## config.mk

```make
export PLATFORM = sky130hd
export DESIGN_NAME = recip_seq
export DESIGN_NICKNAME = d
export VERILOG_FILES = /design/src/rtl/recip_seq.sv
export SDC_FILE = /design/constraint.sdc
export NUM_CORES = 1
export LEC_CHECK = 0
export BUFFER_PORTS_ARGS = -buffer_cell sky130_fd_sc_hd__buf_2
export CAP_MARGIN = 10
export CORE_UTILIZATION = 45
export DETAILED_ROUTE_END_ITERATION = 12
export GPL_ROUTABILITY_DRIVEN = 0
export HOLD_SLACK_MARGIN = 0.15
export MAX_ROUTING_LAYER = met4
export PLACE_DENSITY = 0.74
export SLEW_MARGIN = 20
export SYNTH_ARGS = -nofsm -noshare
export SYNTH_HDL_FRONTEND = slang
export SYNTH_SLANG_ARGS = --single-unit
export TNS_END_PERCENT = 50
```

## constraint.sdc

```tcl
create_clock -name clk -period 6.5 [get_ports clk]
set_clock_uncertainty 0.05 [all_clocks]
set_input_delay 0.975 -clock clk [delete_from_list [all_inputs] [get_ports clk]]
set_output_delay 0.975 -clock clk [all_outputs]
set_load 0.1 [all_outputs]
```

## src/rtl/recip_seq.sv

```systemverilog
// Sequential fixed-point reciprocal: dout = floor(2^FRAC_W / (din + OFFSET)).
// Bit-serial restoring divider behind valid/ready handshakes, saturating output.
module recip_seq #(
    parameter int IN_W   = 4,
    parameter int FRAC_W = 8,
    parameter int OUT_W  = 16,
    parameter int OFFSET = 1
) (
    input  logic             clk,
    input  logic             rst_n,
    input  logic             in_valid,
    output logic             in_ready,
    input  logic [IN_W-1:0]  din,
    output logic             out_valid,
    input  logic             out_ready,
    output logic [OUT_W-1:0] dout,
    output logic             div_zero
);

    localparam int QW = FRAC_W + 1;
    localparam int CW = $clog2(FRAC_W + 2);
    localparam int WW = (QW > OUT_W) ? QW : OUT_W;
    localparam logic [WW-1:0] OMAX = WW'({OUT_W{1'b1}});

    typedef enum logic [1:0] {IDLE, CALC, DONE} state_t;

    state_t          state;
    state_t          state_nxt;
    logic            alive;
    logic [IN_W:0]   d;
    logic [IN_W:0]   rem;
    logic [QW-1:0]   q;
    logic [CW-1:0]   cnt;

    logic            accept;
    logic [IN_W:0]   d_in;
    logic [IN_W+1:0] rem_sh;
    logic [IN_W+1:0] diff;
    logic            ge;
    logic [IN_W:0]   rem_nxt;
    logic [QW-1:0]   q_nxt;
    logic            last;
    logic [WW-1:0]   q_ext;
    logic            sat;

    assign d_in = {1'b0, din} + (IN_W+1)'(OFFSET);

    // The dividend is a single set bit, so its bit at cnt is just cnt==FRAC_W
    always_comb begin
        rem_sh  = {rem, (cnt == CW'(FRAC_W))};
        ge      = rem_sh >= {1'b0, d};
        diff    = rem_sh - {1'b0, d};
        rem_nxt = ge ? diff[IN_W:0] : rem_sh[IN_W:0];
        q_nxt   = q;
        if (ge) q_nxt[cnt] = 1'b1;
        last    = (cnt == '0);
        q_ext   = WW'(q_nxt);
        sat     = q_ext > OMAX;
    end

    always_comb begin
        state_nxt = state;
        in_ready  = 1'b0;
        out_valid = 1'b0;
        accept    = 1'b0;
        case (state)
            IDLE: begin
                in_ready = alive;
                accept   = alive && in_valid;
                if (accept) state_nxt = (d_in == '0) ? DONE : CALC;
            end
            CALC: if (last) state_nxt = DONE;
            DONE: begin
                out_valid = 1'b1;
                if (out_ready) state_nxt = IDLE;
            end
            default: state_nxt = IDLE;
        endcase
    end

    // alive keeps in_ready low until the first edge after reset release
    always_ff @(posedge clk or negedge rst_n) begin
        if (!rst_n) begin
            state    <= IDLE;
            alive    <= 1'b0;
            d        <= '0;
            rem      <= '0;
            q        <= '0;
            cnt      <= '0;
            dout     <= '0;
            div_zero <= 1'b0;
        end else begin
            state <= state_nxt;
            alive <= 1'b1;
            case (state)
                IDLE: if (accept) begin
                    d   <= d_in;
                    rem <= '0;
                    q   <= '0;
                    cnt <= CW'(FRAC_W);
                    if (d_in == '0) begin
                        dout     <= '1;
                        div_zero <= 1'b1;
                    end else begin
                        div_zero <= 1'b0;
                    end
                end
                CALC: begin
                    rem <= rem_nxt;
                    q   <= q_nxt;
                    cnt <= cnt - 1'b1;
                    if (last) dout <= sat ? '1 : q_ext[OUT_W-1:0];
                end
                default: ;
            endcase
        end
    end

endmodule

```

==> flow_summary.ini, run 1 <==
[run_status]
status = complete, no violations

[floorplanning]
die-area_mm2 = 0.00471
core_area_mm2 = 0.00412
initial_core_util_pct = 48.5
die_w_um = 68.6
num_rows = 23
dieHeight_um = 68.6
num_io_pins = 27

[timing]
final-setup-viol-count = 0
fin_tns_setup_ns = 0
rsz0062_at_grt = no
fin_crit_ns = 2.75
period_share_pct = 42.3
worst_pin_slew_ns = 0.886
slew_headroom_pct = 41.0
maxSlewViolCount = 0
finalHoldViolations = 0
fmaxAchievable_mhz = 364

[layout]
finish.utilization_pct = 52.8
final_nets = 242
final_cell_mix = dfrtp_1, buf_2, nor2_1
drive_gt1_share_pct = 18.9
num_antenna_cells = 0
syn_to_final_growth_pct = 8.78
final_common_cell = dfrtp_1

[synth]
synth_flop_cell = dfrtp_1
ys_types = 44
synth.yosys.warnings = 0
synth-seq-cells = 37
async_flop_share_pct = 100
syn_avg_cell_area_um2 = 9.83
synthesis.area_mm2 = 0.00200
synthCells = 203
ys_seq_area_share_pct = 46.4
synth_fp_nets = 224
synth-edff-count = 0

[route]
drc = 0
drt_pre_antenna_iters = 4
via_per_inst = 5.43
drt-total-wl_mm = 3.86
routedWlPerCell_um = 14.2
postRouteAntennaNets = 0
num_vias = 1476
drt_iter0_drc = 118

[global_route]
top_usage_layer = met2
grt_max_degree = 38
grt_pass1_wl_mm = 6.40
grt_pass1_vias = 1331
met2_usage_pct = 30.4
grt.total_usage_pct = 19.4
antenna_found_initial = 0
grt_use_met3_pct = 3.62
grt.overflow.total = 0
use_met1_pct = 24.7

[worst_setup_path]
cp-start-kind = primary input
worst_path_largest_cell_delay_ns = 0.59
path_class = in -> reg
worstSetupEndpointType = flop
reg2regPathDepth = 10
cp.arrival_ns = 2.88
required_ns = 6.63
critPathSlowestCell = o22ai_2
crit_chain = buf_2, and4bb_2, nand3b_1, o22ai_2, o21ai_1, o32a_1
path_delay_family = compound AO/OA/AOI/OAI gates
cp.depth = 6
crit_fanout = 21
critPathBufInv = 1

[placement]
io_buffers = 26
place.detailed.hpwl_mm = 2.73

[clocking]
hold_buffers = 0
insertion_delay_ns = 0.29
post-cts-setup-buffers = 0
cts_tree = built
cts-root-buf = clkbuf_8
cts_buffer_depth = 2
cts-buffers-inserted = 5
clock_sinks = 37
htreeDepth = 2
cts.clk_slew.worst_paths_ns = 0.08
ctsResizeCount = 0

[worst_hold_path]
hold_depth = 2
holdCritPathClass = reg -> reg

[run]
maxCapViolations = 0
[kinds of logic after synthesis]
| logic type | Yosys count | synth area share, % |
|---|---|---|
| multiplexers | 1 | 0.502 |
| AND/OR/NAND/NOR | 61 | 15.2 |
| AO/OA/AOI/OAI | 54 | 18.6 |
| buffers and inverters | 30 | 8.02 |
| flip-flops | 37 | 46.4 |
| XOR/XNOR | 6 | 2.63 |
| adder cells (fa/ha/maj) | 13 | 8.53 |
| other | 1 | 0.188 |
[cell usage after synthesis (all sizes together) (3+ instances only)]
master	instances	share of area, %
nor2	21	4.1
a311oi	3	1.3
a21o	3	1.1
nand2	12	2.4
clkbuf	4	0.75
ha	12	7.5
nand3	12	3.0
o21ai	12	3.0
and2	3	1.1
xor2	5	2.2
inv	15	2.8
dfrtp	37	46
a31oi	9	2.8
a21oi	17	4.8
nor2b	3	0.94
buf	11	4.5
[tightest hold or removal path, cell delays in order, from the launching register on]
cell     delay, ns
dfrtp_1       0.35
nand2_1       0.05
o21ai_0       0.06
[routing by layer]
metal	wire (um)	part of all wire (%)
met4	72	1.9
met2	1770	46
met3	132	3.4
met1	1880	49
met5	0	0
[state kept, by name (all words and copies together), names as in the netlist]
register / count
alive: 1
cnt: 4
d: 5
div_zero: 1
dout: 10
q: 9
rem: 5
state: 2
[cell type report]
type / count / area [um2]
multi-input cells: 136 / 910
repair buffers: 26 / 130
well taps: 50 / 62.6
inverters: 15 / 56.3
flip-flops and latches: 37 / 926
fillers: 390 / 1940
clock buffers: 5 / 68.8
clock inverters: 3 / 17.5
[through the flow]
step | hold slack (ns) | worst slack (ns) | instances | area (um2)
after floorplan | 0.406 | 2.48 | 203 | 2000
after global placement | 0.426 | 3.55 | 264 | 2080
after detailed placement | 0.430 | 3.47 | 264 | 2080
after CTS | 0.447 | 3.76 | 272 | 2170
after global routing | 0.461 | 3.55 | 272 | 2170
final | 0.441 | 3.75 | 272 | 2170
[worst paths after layout]
path / startpoint / to / slack, ns
max in group asynchronous: rst_n / d[4]$_DFFE_PN0P_ / 5.15
worst max-delay path: in_valid / dout[8]$_DFFE_PN0P_ / 3.75
worst min-delay path: div_zero$_DFFE_PN0P_ / div_zero$_DFFE_PN0P_ / 0.44
worst max register to register: cnt[0]$_DFFE_PN0P_ / rem[3]$_DFFE_PN0P_ / 3.75
worst min register to register: div_zero$_DFFE_PN0P_ / div_zero$_DFFE_PN0P_ / 0.44
min in group asynchronous: rst_n / dout[4]$_DFFE_PN0P_ / 0.73
Power of run 1 is not shown: default switching activity piles up to over one toggle a cycle in this logic, so the estimate is an artifact.
==> run 2, diff against run 1 <==
--- a/config.mk
+++ b/config.mk
@@ -12,7 +12,7 @@
 export GPL_ROUTABILITY_DRIVEN = 0
 export HOLD_SLACK_MARGIN = 0.15
 export MAX_ROUTING_LAYER = met4
-export PLACE_DENSITY = 0.74
+export PLACE_DENSITY = 0.76
 export SLEW_MARGIN = 20
 export SYNTH_ARGS = -nofsm -noshare
 export SYNTH_HDL_FRONTEND = slang
==> constraint.sdc (replaced) <==
create_clock -name clk -period 2.5 [get_ports clk]
set_clock_uncertainty 0.05 [all_clocks]
set_input_delay 0.375 -clock clk [delete_from_list [all_inputs] [get_ports clk]]
set_output_delay 0.375 -clock clk [all_outputs]
set_load 0.1 [all_outputs]
==> run 2 against run 1 <==
Register-to-register slack got worse by 3.6 ns. Via count is 3.8% higher. Clock-buffer cell count increased by 1. Core utilization up 2.9 points. Global-route usage shrank 0.087 points. Worst setup slack worse by 3.6 ns. Cell count rose by 3.7%. Hold slack got worse by 0.31 ns. Flip-flop and latch count unchanged. Non-clock buffer count grew 9. Largest cell class is now multi-input combinational cells.
==> flow_summary.ini, run 2 (synthesis gave the netlist of run 1 again) <==
[run_status]
status = complete, no violations

[route]
postRouteAntennaNets = 0
drc = 0
drt-total-wl_mm = 3.96
num_vias = 1532
drt_pre_antenna_iters = 4
via_per_inst = 5.43
drt_iter0_drc = 105
routedWlPerCell_um = 14.0

[clocking]
cts-buffers-inserted = 5
cts-root-buf = clkbuf_8
htreeDepth = 2
hold_buffers = 0
insertion_delay_ns = 0.29
cts.clk_slew.worst_paths_ns = 0.08
cts_tree = built
clock_sinks = 37
cts_buffer_depth = 2

[floorplanning]
num_rows = 23
initial_core_util_pct = 48.5
num_io_pins = 27
die-area_mm2 = 0.00471
die_w_um = 68.6
dieHeight_um = 68.6
core_area_mm2 = 0.00412

[timing]
setup_slack_ns = 0.105
maxSlewViolCount = 0
worst_pin_slew_ns = 0.819
period_share_pct = 95.8
fin_hold_ws_ns = 0.128
fmaxAchievable_mhz = 418
finalHoldViolations = 0
slew_headroom_pct = 45.4
fin_crit_ns = 2.39
final-setup-viol-count = 0

[global_route]
grt_pass1_vias = 1396
grt.overflow.total = 0
grt_pass1_wl_mm = 6.49
antenna_found_initial = 0
grt.total_usage_pct = 19.4
grt_max_degree = 38

[worst_setup_path]
worstSetupEndpointType = flop
crit_fanout = 7
cp-start-kind = flop
required_ns = 2.62
path_class = reg -> reg
cp.arrival_ns = 2.51

[layout]
regMostFlops = dout
top_regs = dout (10), q (9)
final_common_cell = dfrtp_1
drive_gt1_share_pct = 25.9
num_antenna_cells = 0
largest_reg_flops = 10
syn_to_final_growth_pct = 14.8
design_area_mm2 = 0.00229
fin_cells = 282
final_nets = 252
final_cell_mix = dfrtp_1, buf_2, nor2_1

[worst_hold_path]
holdCritPathClass = in -> async

[placement]
io_buffers = 26
place_ws_ns = 0.0156
placedCellCount = 271
placed_cell_area_mm2 = 0.00215
place.detailed.hpwl_mm = 2.76

[run]
maxCapViolations = 0
run 2: layout make-up:
cell class,count,area (um2)
Timing Repair Buffer,35,198
Inverter,15,56.3
Sequential cell,37,926
Multi-Input combinational cell,137,952
Tap cell,50,62.6
Clock inverter,2,13.8
Clock buffer,6,82.6
Fill cell,371,1820
run 2: worst paths after layout:
check	startpoint	to	slack, ns	cells after the start
hold / removal	rst_n	dout[1]$_DFFE_PN0P_	0.13	1
min in group clk	din[0]	d[0]$_DFFE_PN0P_	0.29	2
hold reg to reg	div_zero$_DFFE_PN0P_	div_zero$_DFFE_PN0P_	0.43	2
setup reg to reg	cnt[1]$_DFFE_PN0P_	dout[0]$_DFFE_PN0P_	0.11	9
max in group asynchronous	rst_n	d[4]$_DFFE_PN0P_	1.75	1
setup / recovery	cnt[1]$_DFFE_PN0P_	dout[0]$_DFFE_PN0P_	0.11	9
run 2: repair_timing:
action | CTS | global route
setup buffers | 0 | 2
resized for setup | 0 | 8
setup endpoints to repair | 0 | 18
run 2: routing by layer:
layer  routed length (um)  part of all wire, %  track usage, %  vias to the layer above
li1                     -                    -               -                      759
met4                   49                  1.2            5.47                        0
met5                    0                    0               -                        -
met3                  142                  3.6            3.45                        5
met2                 1880                   47            30.0                       36
met1                 1890                   48            25.8                      732
run 2: stage by stage:
step                      setup TNS (ns)  utilization (%)
final                                  0             55.7
after floorplan                        0                -
after global placement                 0             52.2
after CTS                              0             54.5
after detailed placement               0             52.2
after global routing            -0.00137             55.7
run 2: worst max-delay path: stages (launching register included):
cell and delay, ns:
dfrtp_1 0.38, inv_1 0.11, ha_1 0.17, nand3b_1 0.13, ha_2 0.31, and2_4 0.15
o2111ai_4 0.33, and2_4 0.25, o21ai_1 0.07, o32a_1 0.32
Power of run 2 is left out for the same reason.
==> run 3, diff against run 2 <==
--- a/config.mk
+++ b/config.mk
@@ -5,9 +5,11 @@
 export SDC_FILE = /design/constraint.sdc
 export NUM_CORES = 1
 export LEC_CHECK = 0
+export ABC_AREA = 1
 export BUFFER_PORTS_ARGS = -buffer_cell sky130_fd_sc_hd__buf_2
 export CAP_MARGIN = 10
 export CORE_UTILIZATION = 45
+export CTS_BUF_LIST = sky130_fd_sc_hd__clkbuf_8
 export DETAILED_ROUTE_END_ITERATION = 12
 export GPL_ROUTABILITY_DRIVEN = 0
 export HOLD_SLACK_MARGIN = 0.15
==> run 3 against run 2 <==
The run now ends with design-rule violations left. Clock-buffer cell count shrank 1. First-iteration DRC count grew 78%. Die area increased by 5.7%. Global-route usage rose by 0.16 points. Largest cell class unchanged. Synthesized cell count increased by 31%. Sequential share of layout area decreased by 1.9 points. Synthesized area increased by 5.8%.
==> flow_summary.ini, run 3 <==
[run_status]
status = finished with violations
violations = design-rule violations

[synth]
synth_most_common_cell = nand2_1
synth_flop_cell = dfrtp_1
synth_xor_area_share_pct = 0.829
synth_fp_nets = 286
synthesis.area_mm2 = 0.00211
synth-adder-area-share_pct = 8.06
synthCells = 265
synth_top_family_by_area = simple AND/OR/NAND/NOR gates
synth-edff-count = 0
yosysTopAreaCell = dfrtp_1
async_flop_share_pct = 100
ys_types = 31
synth_area_leaders = dfrtp_1, nand2_1, ha_1
syn_avg_cell_area_um2 = 7.97
synth-seq-cells = 37
synthSimpleGateAreaFrac_pct = 28.3
synth_common_cells = nand2_1, dfrtp_1, inv_1
synthDominantCellAreaShare_pct = 43.8
ys_seq_area_share_pct = 43.8
synth.yosys.warnings = 0
synth-compound-area-share_pct = 8.29
synth.area.mux_share_pct = 0

[timing]
maxSlewViolCount = 0
worst_pin_slew_ns = 0.820
finalHoldViolations = 0
final-setup-viol-count = 0
fin_crit_ns = 2.38
period_share_pct = 95.1
fmaxAchievable_mhz = 420
setup_slack_ns = 0.121
slew_headroom_pct = 45.3

[worst_setup_path]
critPathBufInv = 4
cp-start-kind = flop
critPathSlowestCell = dfrtp_1
rrSetupSlack_ns = 0.12
crit_fanout = 8
cp.arrival_ns = 2.56
path_class = reg -> reg
worst_path_largest_cell_delay_ns = 0.39
cpMostUsedCell = nand2_1
crit_chain = inv_2, ha_1, inv_1, nor3_2, inv_1, ha_1, fa_2, inv_1, nand2_1, nand2_2, nand3_4, nand2_4, nand2_1, nand3_1, nand2_1, nand2_1
worstSetupEndpointType = flop
required_ns = 2.68
path_delay_family = simple AND/OR/NAND/NOR gates

[layout]
final_cell_mix = nand2_1, dfrtp_1, inv_1
top_regs = dout (10), q (9)
num_antenna_cells = 0
regMostFlops = dout
final_common_cell = nand2_1
final_nets = 315
regArea_um2 = 926
multi_input_area_mm2 = 0.00100
drive_gt1_share_pct = 19.7
largest_reg_flops = 10
design_area_mm2 = 0.00240
syn_to_final_growth_pct = 13.7
n_fill_cell = 410

[global_route]
grt.total_usage_pct = 19.5
antenna_found_initial = 0
grt_pass1_vias = 1720
grt.overflow.total = 0
grt_pass1_wl_mm = 7.47
grt_max_degree = 38

[run]
maxCapViolations = 0

[clocking]
cts_tree = built
cts-root-buf = clkbuf_8
htreeDepth = 2
cts-buffers-inserted = 5
cts.clk_slew.worst_paths_ns = 0.07
cts_buffer_depth = 2
insertion_delay_ns = 0.29
clock_sinks = 37

[placement]
placed_cell_area_mm2 = 0.00225
place_ws_ns = -0.0321
io_buffers = 26
place.detailed.hpwl_mm = 2.90

[floorplanning]
dieHeight_um = 70.5
die-area_mm2 = 0.00497
num_rows = 24
initial_core_util_pct = 47.5
num_io_pins = 27
core_area_mm2 = 0.00444
die_w_um = 70.5

[route]
drc = 6
num_vias = 1745
drt_pre_antenna_iters = 8
via_per_inst = 5.03
routedWlPerCell_um = 12.1
drt-total-wl_mm = 4.22
postRouteAntennaNets = 0
drt_iter0_drc = 187

[worst_hold_path]
holdCritPathClass = in -> reg
run 3: changes by cell type after synthesis, sizes merged, moves of 5 or more:
cell and delta:
a21oi -5, inv +22, o21ai +5, a31oi -9
nand3 +9, nand2 +69
run 3: kinds of logic (layout without fill, tap and decap cells):
family | after synthesis | in the layout
other | 1 | 1
buffers and inverters | 48 | 77
flip-flops | 37 | 37
XOR/XNOR | 2 | 2
AND/OR/NAND/NOR | 131 | 132
AO/OA/AOI/OAI | 33 | 33
adder cells (fa/ha/maj) | 13 | 13
run 3: final cells by class:
type                            instances  area share [%]
Multi-Input combinational cell        181            41.8
Sequential cell                        37            38.6
Timing Repair Buffer                   32            7.40
Inverter                               37            5.89
Clock buffer                            5            2.87
Tap cell                               52            2.71
Clock inverter                          3           0.730
run 3: routing by layer:
layer,global-route usage (%),vias up,share of wire [%]
li1,-,888,-
met4,8.62,0,1.8
met5,-,-,0
met3,3.03,7,3.7
met2,32.0,36,49
met1,23.8,814,45
run 3: through the flow:
stage	hold slack, ns	util (%)	cells	setup TNS, ns
finish	0.196	54.0	347	0
floorplan	0.0294	-	265	0
CTS	0.190	52.9	344	0
global placement	0.407	50.6	335	0
detailed placement	0.410	50.6	335	-0.0868
global route	0.208	54.0	347	-0.175
run 3: path summary, 6_finish.rpt:
kind / depth (start not counted) / start / end
min in group asynchronous: 2 / rst_n / dout[1]$_DFFE_PN0P_
max: 16 / cnt[0]$_DFFE_PN0P_ / dout[2]$_DFFE_PN0P_
max reg2reg: 16 / cnt[0]$_DFFE_PN0P_ / dout[2]$_DFFE_PN0P_
max in group asynchronous: 2 / rst_n / q[0]$_DFFE_PN0P_
min: 2 / out_ready / state[1]$_DFFE_PN0P_
min reg2reg: 2 / rem[4]$_DFFE_PN0P_ / rem[4]$_DFFE_PN0P_
run 3: timing repair:
action	in CTS	in global routing
endpoints found under the hold margin	23	0
hold buffers	1	0
pin swaps	0	2
resized for setup	1	8
gates cloned	0	1
setup buffers	0	2
setup endpoints to repair	12	22
Power of run 3 is left out for the same reason.
